## src/rtl/pc_pkg.sv

```systemverilog
// ----------------------------------------------------------------------------
// pc_pkg
// Shared types and constants for the program-counter / fetch-control slice.
//   pc_state_e : fetch FSM states (boot bubble, running, redirect held)
//   pc_sel_e   : next-PC source select
//   PC_RESET_VEC_DEF / PC_TRAP_VEC_DEF : default reset and trap vectors
// ----------------------------------------------------------------------------
package pc_pkg;

    typedef enum logic [1:0] {
        PC_BOOT,
        PC_RUN,
        PC_HOLD
    } pc_state_e;

    typedef enum logic [2:0] {
        SEL_TRAP,
        SEL_REDIR,
        SEL_PEND,
        SEL_HOLD,
        SEL_SEQ
    } pc_sel_e;

    localparam logic [31:0] PC_RESET_VEC_DEF = 32'h0000_0000;
    localparam logic [31:0] PC_TRAP_VEC_DEF  = 32'h0000_0100;

endpackage

```

## src/rtl/pc_redirect_buf.sv

```systemverilog
// ----------------------------------------------------------------------------
// pc_redirect_buf
// One-deep buffer for a redirect target that arrived while fetch was stalled.
// Ports:
//   clk, rst_n     : clock, asynchronous active-low reset
//   load           : capture target and mark pending (a newer load overwrites)
//   clear          : drop the pending entry (has priority over load)
//   target         : redirect target to capture
//   pend_pc        : buffered target
//   redirect_pend  : buffer holds a target
// ----------------------------------------------------------------------------
module pc_redirect_buf #(
    parameter int XLEN = 32
) (
    input  logic            clk,
    input  logic            rst_n,
    input  logic            load,
    input  logic            clear,
    input  logic [XLEN-1:0] target,
    output logic [XLEN-1:0] pend_pc,
    output logic            redirect_pend
);

    always_ff @(posedge clk or negedge rst_n) begin
        if (!rst_n) begin
            pend_pc       <= '0;
            redirect_pend <= 1'b0;
        end else if (clear) begin
            redirect_pend <= 1'b0;
        end else if (load) begin
            pend_pc       <= target;
            redirect_pend <= 1'b1;
        end
    end

endmodule

```

## src/rtl/pc_fetch_ctrl.sv

```systemverilog
// ----------------------------------------------------------------------------
// pc_fetch_ctrl
// Fetch program counter plus the IF/ID PC register of the pipelined core.
// Handles reset boot bubble, stall, branch redirect, trap vectoring and a
// one-deep pending-redirect buffer for redirects that arrive during a stall.
// Ports:
//   clk, rst_n       : clock, asynchronous active-low reset
//   stall            : hold fetch PC and IF/ID register
//   redirect_valid   : taken branch/jump, target on redirect_pc
//   trap             : exception, vector to TRAP_VEC (overrides stall)
//   pc, fetch_valid  : fetch address and its validity (0 during boot bubble)
//   id_pc, id_pc_plus, id_valid : decode-stage PC, PC+INC and slot valid
//   redirect_pend    : a redirect is buffered behind a stall
//   misalign_fault   : only when PC_ALIGN_CHECK_EN is defined; one-cycle
//                      pulse when an applied target is not word aligned
// Configuration macro: PC_ALIGN_CHECK_EN
// ----------------------------------------------------------------------------
module pc_fetch_ctrl
    import pc_pkg::*;
#(
    parameter int              XLEN      = 32,
    parameter int              INC       = 4,
    parameter logic [XLEN-1:0] RESET_VEC = XLEN'(PC_RESET_VEC_DEF),
    parameter logic [XLEN-1:0] TRAP_VEC  = XLEN'(PC_TRAP_VEC_DEF)
) (
    input  logic            clk,
    input  logic            rst_n,
    input  logic            stall,
    input  logic            redirect_valid,
    input  logic [XLEN-1:0] redirect_pc,
    input  logic            trap,
    output logic [XLEN-1:0] pc,
    output logic            fetch_valid,
    output logic [XLEN-1:0] id_pc,
    output logic [XLEN-1:0] id_pc_plus,
    output logic            id_valid,
    output logic            redirect_pend
`ifdef PC_ALIGN_CHECK_EN
    ,
    output logic            misalign_fault
`endif
);

    pc_state_e       state_q, state_d;
    pc_sel_e         sel;
    logic            buf_load;
    logic            buf_clear;
    logic [XLEN-1:0] pend_pc;
    logic [XLEN-1:0] target;
    logic [XLEN-1:0] pc_inc;
    logic [XLEN-1:0] pc_d;
    logic            applied_bad;

    pc_redirect_buf #(.XLEN(XLEN)) u_redirect_buf (
        .clk           (clk),
        .rst_n         (rst_n),
        .load          (buf_load),
        .clear         (buf_clear),
        .target        (redirect_pc),
        .pend_pc       (pend_pc),
        .redirect_pend (redirect_pend)
    );

    // Next-state and next-PC source; BOOT ignores every input for one edge.
    always_comb begin
        state_d  = state_q;
        sel      = SEL_HOLD;
        buf_load = 1'b0;
        unique case (state_q)
            PC_BOOT: state_d = PC_RUN;
            default: begin
                if (trap) begin
                    sel     = SEL_TRAP;
                    state_d = PC_RUN;
                end else if (redirect_valid && !stall) begin
                    // A fresh redirect also supersedes anything buffered.
                    sel     = SEL_REDIR;
                    state_d = PC_RUN;
                end else if (redirect_valid) begin
                    sel      = SEL_HOLD;
                    buf_load = 1'b1;
                    state_d  = PC_HOLD;
                end else if (state_q == PC_HOLD && !stall) begin
                    sel     = SEL_PEND;
                    state_d = PC_RUN;
                end else if (stall) begin
                    sel = SEL_HOLD;
                end else begin
                    sel = SEL_SEQ;
                end
            end
        endcase
    end

    assign buf_clear = (sel == SEL_TRAP) || (sel == SEL_REDIR) || (sel == SEL_PEND);
    assign target    = (sel == SEL_PEND) ? pend_pc : redirect_pc;
    assign pc_inc    = pc + XLEN'(INC);

`ifdef PC_ALIGN_CHECK_EN
    // Misaligned targets are dropped and vectored to the trap handler.
    assign applied_bad = ((sel == SEL_REDIR) || (sel == SEL_PEND)) && (target[1:0] != 2'b00);
`else
    assign applied_bad = 1'b0;
`endif

    always_comb begin
        pc_d = pc;
        unique case (sel)
            SEL_TRAP:  pc_d = TRAP_VEC;
            SEL_REDIR,
            SEL_PEND:  pc_d = applied_bad ? TRAP_VEC : target;
            SEL_SEQ:   pc_d = pc_inc;
            default:   pc_d = pc;
        endcase
    end

    assign fetch_valid = (state_q != PC_BOOT);

    always_ff @(posedge clk or negedge rst_n) begin
        if (!rst_n) begin
            state_q    <= PC_BOOT;
            pc         <= RESET_VEC;
            id_pc      <= '0;
            id_pc_plus <= '0;
            id_valid   <= 1'b0;
        end else begin
            state_q <= state_d;
            pc      <= pc_d;
            if (sel == SEL_SEQ) begin
                id_pc      <= pc;
                id_pc_plus <= pc_inc;
                id_valid   <= fetch_valid;
            end else if (buf_clear) begin
                // Trap or redirect: the instruction fetched last is wrong-path.
                id_valid <= 1'b0;
            end
        end
    end

`ifdef PC_ALIGN_CHECK_EN
    always_ff @(posedge clk or negedge rst_n) begin
        if (!rst_n) begin
            misalign_fault <= 1'b0;
        end else begin
            misalign_fault <= applied_bad;
        end
    end
`endif

endmodule

```

## config.mk

```make
export PLATFORM = sky130hd
export DESIGN_NAME = pc_fetch_ctrl
export DESIGN_NICKNAME = d
export VERILOG_FILES = /design/src/rtl/pc_pkg.sv /design/src/rtl/pc_redirect_buf.sv /design/src/rtl/pc_fetch_ctrl.sv
export SDC_FILE = /design/constraint.sdc
export NUM_CORES = 1
export LEC_CHECK = 0
export CORE_MARGIN = 3
export CORE_UTILIZATION = 25
export CTS_BUF_LIST = sky130_fd_sc_hd__clkbuf_8
export DETAILED_ROUTE_END_ITERATION = 7
export MAX_ROUTING_LAYER = met4
export REMOVE_ABC_BUFFERS = 1
export SKIP_LAST_GASP = 1
export SLEW_MARGIN = 10
export SYNTH_ARGS = -nofsm -noshare
export SYNTH_HDL_FRONTEND = slang
export SYNTH_SLANG_ARGS = --single-unit
```

## constraint.sdc

```tcl
create_clock -name clk -period 4.95 [get_ports clk]
set_input_delay 1.2375 -clock clk [delete_from_list [all_inputs] [get_ports clk]]
set_output_delay 1.2375 -clock clk [all_outputs]
set_load 0.02 [all_outputs]
```

==> results.md, run 1 <==
- All-layer global routing usage: 0.140
- Fin Setup TNS: 0 ns
- Maximum VDD drop: 0.144 mV
- Worst R2R Path Depth: 6
- Share of cells above drive strength 1: 0.118
- Die Y: around 160 um
- Final Slew Violations: 0
- Cells after Synth: roughly 600
- Site row count: 56
- # hold bufs at CTS: 0
- Initial Utilization: 0.256
- Antenna Nets Post-Route: 0
- MaxCap Viol Count: 0
- Number of flops mapped to enable cells by yosys: 0
- Internal cell power: 2050 uW
- IO buf count: ~140
- Final Cycle Share: 0.658
- Remaining Overflow, GRT: 0
- Final critical-path required period: approximately 3.3 ns
- Clk buf depth: 2
- Num CTS Buffers: 17
- Sw frac: 0.278
- Commonest non-fill, non-tap cells in the layout: nand2_1 (158), clkdlybuf4s50_1 (134), dfrtp_1 (130)
- Pin count of the biggest net entering global routing: just under 90
- Most common cell after layout, fill and taps aside: nand2_1
- CP Capture Type: register
- Hold Crit Start: id_pc[15]
- Max-slew headroom: 0.357
- Flops & latches, synth: 130
- Skew-Pair Late Insertion Delay: 0.44 ns
- DIE AREA: between 20000 and 30000 um2
- Critical-path cell list: clkdlybuf4s50_1 > nor3_1 > and2_2 > mux2i_1 > o21ai_0 > o21bai_1
- Post CTS Setup Buffer Count: 0
- Hold Crit Class: register to register
- Hold slack: about 0.47 ns
- Core ar.: 23600 um2
- Area growth syn-to-layout: 34.5%
- Final Util: 0.344
- Mean post-synth cell area: 10.1 um2
- # clock sinks: 130
- Final setup viols: 0
- Startpoint types: input port
- Clk pin slew, worst setup/hold paths: 0.08 ns
- Critical path required time: 5.25 ns
- Synth Flop Type: dfrtp_1
- Width of the die: 161 um
- Routed len/inst: 16.2 um
- Fmax: 307 MHz
- Hold path endpoint: id_pc[15]
- Sequential cell area: ~3300 um2
- Register area share after synthesis: 0.539
- H-tree depth: 4
- Final number of hold-violating endpoints: 0
- Status: complete, no violations
- RSZ-0062 raised after global routing: no
- Global-route wire length before repair: 27.5 mm
- DP Worst Slack: 1.21 ns
- Worst path top cell family by delay: simple AND/OR/NAND/NOR gates
- Routability cong.: between 0.7 and 0.8
- Clock skew: roughly 0.014 ns
- Sequential cell fraction of total power: 0.455
- Crit Path Max Fanout: 28
- Initial antenna violation count: 1
- Hpwl dp: 11.1 mm
- NetSw: roughly 800 uW
- CTS tree: yes
- 1st-iter DRT viols: 232
- Number of vias per cell: 4.54
- Multi-input gate area: 2580 um2
- P per Cell Area: 351 nW/um2
- Via Count: 4772
- Ports: 136
- Reg2Reg Launch Point: pc[2]
- Leakage power: ~0.0034 uW
- Total chip power: 2850 uW
- Netlist cell types: 45
- RR Endpoint: pc[22]
- Stages on worst setup path: 6
- Clk root buf: clkbuf_8
- Worst slew pin tran: 0.962 ns
- Kind of critical path: input port to register
- Critical path's largest stage delay: 0.79 ns
- Drt pass-1 iters: 4
- # DRC: 0
- Flop2flop setup slack: 2.33 ns
- Ys async rst share: 1.00
- Worst EP arrival: 3.56 ns
- Synth Warn #: 0
- Min-Delay Path Depth: 2
- Clk pwr share: 0.360
- Final worst slack: between 1.5 and 2 ns
- PostCTS Resize Cnt: 0
- WL final: 17.0 mm
- Post-synthesis cell area: 6040 um2
- Fin nets: between 700 and 800
- WP buf/inv: 1
- Gate power share: 0.185
- Crit path max-delay cell type: and2_2
- Number of global-route vias before repair: 4823
- Fillers: 2440
registers in the layout, summed over array words and instances, names as in the netlist:
name,flops
u_redirect_buf.redirect_pend,1
state_q,2
pc,32
id_pc_plus,30
id_valid,1
id_pc,32
u_redirect_buf.pend_pc,32
cell type report:
type                       count  area share
sequential                   130       0.401
timing repair buffer         143       0.174
clock inverter                11      0.0197
tap                          319      0.0492
antenna                        1    0.000308
clock buffer                  21      0.0356
multi-input combinational    420       0.318
inverter                       5     0.00231
worst max path at each step:
stage / slack (ns) / from / endpoint
final: 1.69 / stall / pc[30]
after global routing: 1.52 / redirect_valid / pc[3]
after CTS: 1.70 / stall / pc[23]
after detailed placement: 1.21 / stall / pc[30]
after global placement: 1.24 / stall / pc[3]
after floorplan: 1.13 / stall / pc[10]
cell usage after synthesis, types with 2 or more instances:
master     instances  area (um2)
inv_1              5        18.8
buf_2             18        90.1
o311ai_1           2        17.5
and2_1             2        12.5
o211ai_1           2        15.0
o21ai_1            7        35.0
buf_4              6        45.0
o21bai_1           5        37.5
clkbuf_1          17        63.8
a2bb2oi_1          2        17.5
nor4_4             2        42.5
nand4_4            2        42.5
nand2b_1           2        12.5
mux2_2            35         394
dfrtp_1          130        3250
and4_1             2        17.5
a21o_1             7        52.6
and3_1             2        12.5
nand3_1           14        70.1
o221ai_1           2        17.5
nand4_1            7        43.8
o21ai_0           43         215
o2bb2ai_1          2        17.5
a211o_1            2        17.5
nor4_1             3        18.8
xnor2_1           13         114
nor2b_1            2        12.5
xor2_1            15         131
nor2_1            17        63.8
a221o_1            4        40.0
mux2i_1           17         170
nand2_1          159         597
nand3b_1           2        15.0
a21oi_1           24         120
nor3_1             5        25.0
o32a_1             6        60.1
a22o_1             4        35.0
layer usage:
layer	wire, um	part of all wire	track usage
met3	1120	0.066	0.0518
met2	7720	0.45	0.208
met5	0	0	-
met4	155	0.0091	0.0293
met1	8010	0.47	0.183
worst register-to-register path, delay by kind of cell, from the launching register on:
family	cells	cell delay (ns)
AOI/OAI and AO/OA	1	0.35
adders and majority gates	1	0.32
xor gates and xnor gates	1	0.18
DFF	1	0.53
and+or+nand+nor	3	1.13
power by group through the flow:
stage                     Combinational (uW)  Clock, uW  Sequential [uW]
after floorplan                          166          0             1390
after global placement                   527          0             1310
after detailed placement                 534          0             1320
after CTS                                535       1060             1300
after global routing                     575       1100             1320
final                                    526       1030             1290
per-stage QoR:
step / cell area (um2) / cells
4_1_cts: 8110 / 1049
5_1_grt: 8120 / 1050
3_3_place_gp: 7660 / 1017
3_5_place_dp: 7660 / 1017
2_1_floorplan: 5830 / 555
6_report: 8120 / 1050
cells by family after synthesis:
family / count (synthesis) / share of synthesized area
and+or+nand+nor: 225 / 0.169
DFF: 130 / 0.539
AOI/OAI and AO/OA: 114 / 0.118
muxes: 52 / 0.0935
buffers and inverters: 47 / 0.0379
xor gates and xnor gates: 28 / 0.0406
adders and majority gates: 1 / 0.00207
No activity file was read; power rests on OpenSTA's default activity.
==> run 2: changes to the inputs <==
==> constraint.sdc (replaced) <==
create_clock -name clk -period 3.1 [get_ports clk]
set_input_delay 0.775 -clock clk [delete_from_list [all_inputs] [get_ports clk]]
set_output_delay 0.775 -clock clk [all_outputs]
set_load 0.02 [all_outputs]
==> run 2 against run 1 <==
Net effect:
- sequential share of layout area decreased by 0.63 points
- clock power is 50% higher
- clock-buffer cell count down 2
- sequential cell count unchanged
- non-clock buffer count up 13
- largest power group unchanged
==> results.md, run 2 (synthesis gave the netlist of run 1 again) <==
- WL final: 17.5 mm
- WP buf/inv: 1
- Clk root buf: clkbuf_8
- Met1 wire length: around 8.5 mm
- # clock sinks: 130
- Fin nets: 768
- All-layer global routing usage: 0.140
- Maximum VDD drop: 0.217 mV
- Drt pass-1 iters: 4
- Final Util: 0.349
- PostCTS Resize Cnt: 0
- Final Cycle Share: 0.840
- Final critical-path required period: 2.60 ns
- NetSw: 1290 uW
- Commonest non-fill, non-tap cells in the layout: nand2_1 (158), clkdlybuf4s50_1 (134), dfrtp_1 (130)
- DP Worst Slack: 0.117 ns
- Area growth syn-to-layout: 36.6%
- Met2 WL: around 8 mm
- Initial antenna violation count: 0
- Number of vias per cell: 4.48
- Kind of critical path: register to primary output
- DIE AREA: between 20000 and 30000 um2
- Global-route wire length before repair: 27.6 mm
- P per Cell Area: 542 nW/um2
- RSZ-0062 raised after global routing: no
- Area after DPL: about 7800 um2
- Share of cells above drive strength 1: 0.136
- Status: complete, no violations
- Sequential cell fraction of total power: 0.461
- Core ar.: 23600 um2
- Leakage power: 0.00350 uW
- Met3 Wirelength: about 960 um
- Hold Crit Class: input port to async pin
- Most common cell after layout, fill and taps aside: nand2_1
- 1st-iter DRT viols: 292
- Via Count: 4758
- Die Y: 161 um
- Final worst slack: 0.496 ns
- Internal cell power: 3180 uW
- Clock skew: approximately 0.016 ns
- H-tree depth: 4
- Max-slew headroom: 0.330
- Routability cong.: 0.790
- Post-route cell area: 8250 um2
- Max Used Layer: met4
- Initial Utilization: 0.256
- Critical path required time: 2.32 ns
- Number of global-route vias before repair: just under 5000
- # hold bufs at CTS: 0
- Fillers: 2473
- Final number of hold-violating endpoints: 0
- Ports: 136
- Final Slew Violations: 0
- Skew-Pair Late Insertion Delay: 0.44 ns
- Crit Path Max Fanout: 9
- Top Registers: id_pc: 32 flops, pc: 32 flops, u_redirect_buf.pend_pc: 32 flops
- Critical-path cell list: or2_2 > clkdlybuf4s50_1
- Clk pin slew, worst setup/hold paths: around 0.080 ns
- Post CTS Setup Buffer Count: 0
- Worst path top cell family by delay: buffers and inverters
- MaxCap Viol Count: 0
- Startpoint types: register
- Antenna Nets Post-Route: 0
- Hold slack: 0.350 ns
- Fmax: about 380 MHz
- Final setup viols: 0
- Width of the die: 161 um
- Crit path max-delay cell type: clkdlybuf4s50_1
- Num CTS Buffers: 17
- Antenna diode count: 0
- Hpwl dp: 11.8 mm
- CTS tree: yes
- Remaining Overflow, GRT: 0
- # DRC: 0
- Sw frac: 0.289
- Worst EP arrival: around 1.8 ns
- Critical path's largest stage delay: 0.54 ns
- Gate power share: 0.195
- Clk buf depth: 2
- Site row count: 56
- Pin count of the biggest net entering global routing: a little over 70
- Worst slew pin tran: 1.00 ns
- IO buf count: about 140
- Clk pwr share: 0.344
- Routed len/inst: 16.5 um
- CP Capture Type: primary output
[run 2: changes by cell type in the layout (fill, tap and decap cells not counted), sizes merged]
cell / before / now
buf: 9 / 22
bufinv: 4 / 3
clkbuf: 21 / 19
clkinv: 2 / 4
clkinvlp: 2 / 4
diode: 1 / 0
inv: 8 / 7
[run 2: power groups by stage]
stage          Clock, uW  Combinational [uW]  Sequential [uW]
3_5_place_dp           0                 886             2090
2_1_floorplan          0                 266             2230
6_report            1540                 872             2060
3_3_place_gp           0                 875             2090
5_1_grt             1670                 948             2090
4_1_cts             1610                 890             2060
[run 2: cell type report]
cell class                 count  area, um2  area share
tap                          319        399      0.0484
clock inverter                13        160      0.0194
sequential                   130       3250       0.395
multi-input combinational    420       2580       0.313
inverter                       5       18.8     0.00228
clock buffer                  19        262      0.0317
timing repair buffer         156       1570       0.191
[run 2: worst paths after layout]
kind	from	cells past startpoint	end	slack (ns)
setup / recovery	state_q[0]	2	fetch_valid	0.50
hold / removal	rst_n	1	id_pc[23]	0.35
setup reg to reg	pc[3]	7	pc[22]	0.80
hold reg to reg	id_pc[16]	2	id_pc[16]	0.47
max in group asynchronous	rst_n	2	u_redirect_buf.pend_pc[9]	2.00
min in group clk	id_pc[16]	2	id_pc[16]	0.47
[run 2: per-stage QoR]
step	total power, uW	std cells	setup TNS [ns]
floorplan	2490	555	-1.79
global placement	2960	1030	0
detailed placement	2980	1030	0
CTS	4560	1062	0
global route	4700	1062	0
finish	4470	1062	0
[run 2: metal layers]
layer | vias to the layer above | global-route usage
li1 | 2308 | -
met1 | 2321 | 0.190
met2 | 122 | 0.208
met3 | 7 | 0.0336
met4 | 0 | 0.0446
met5 | - | -
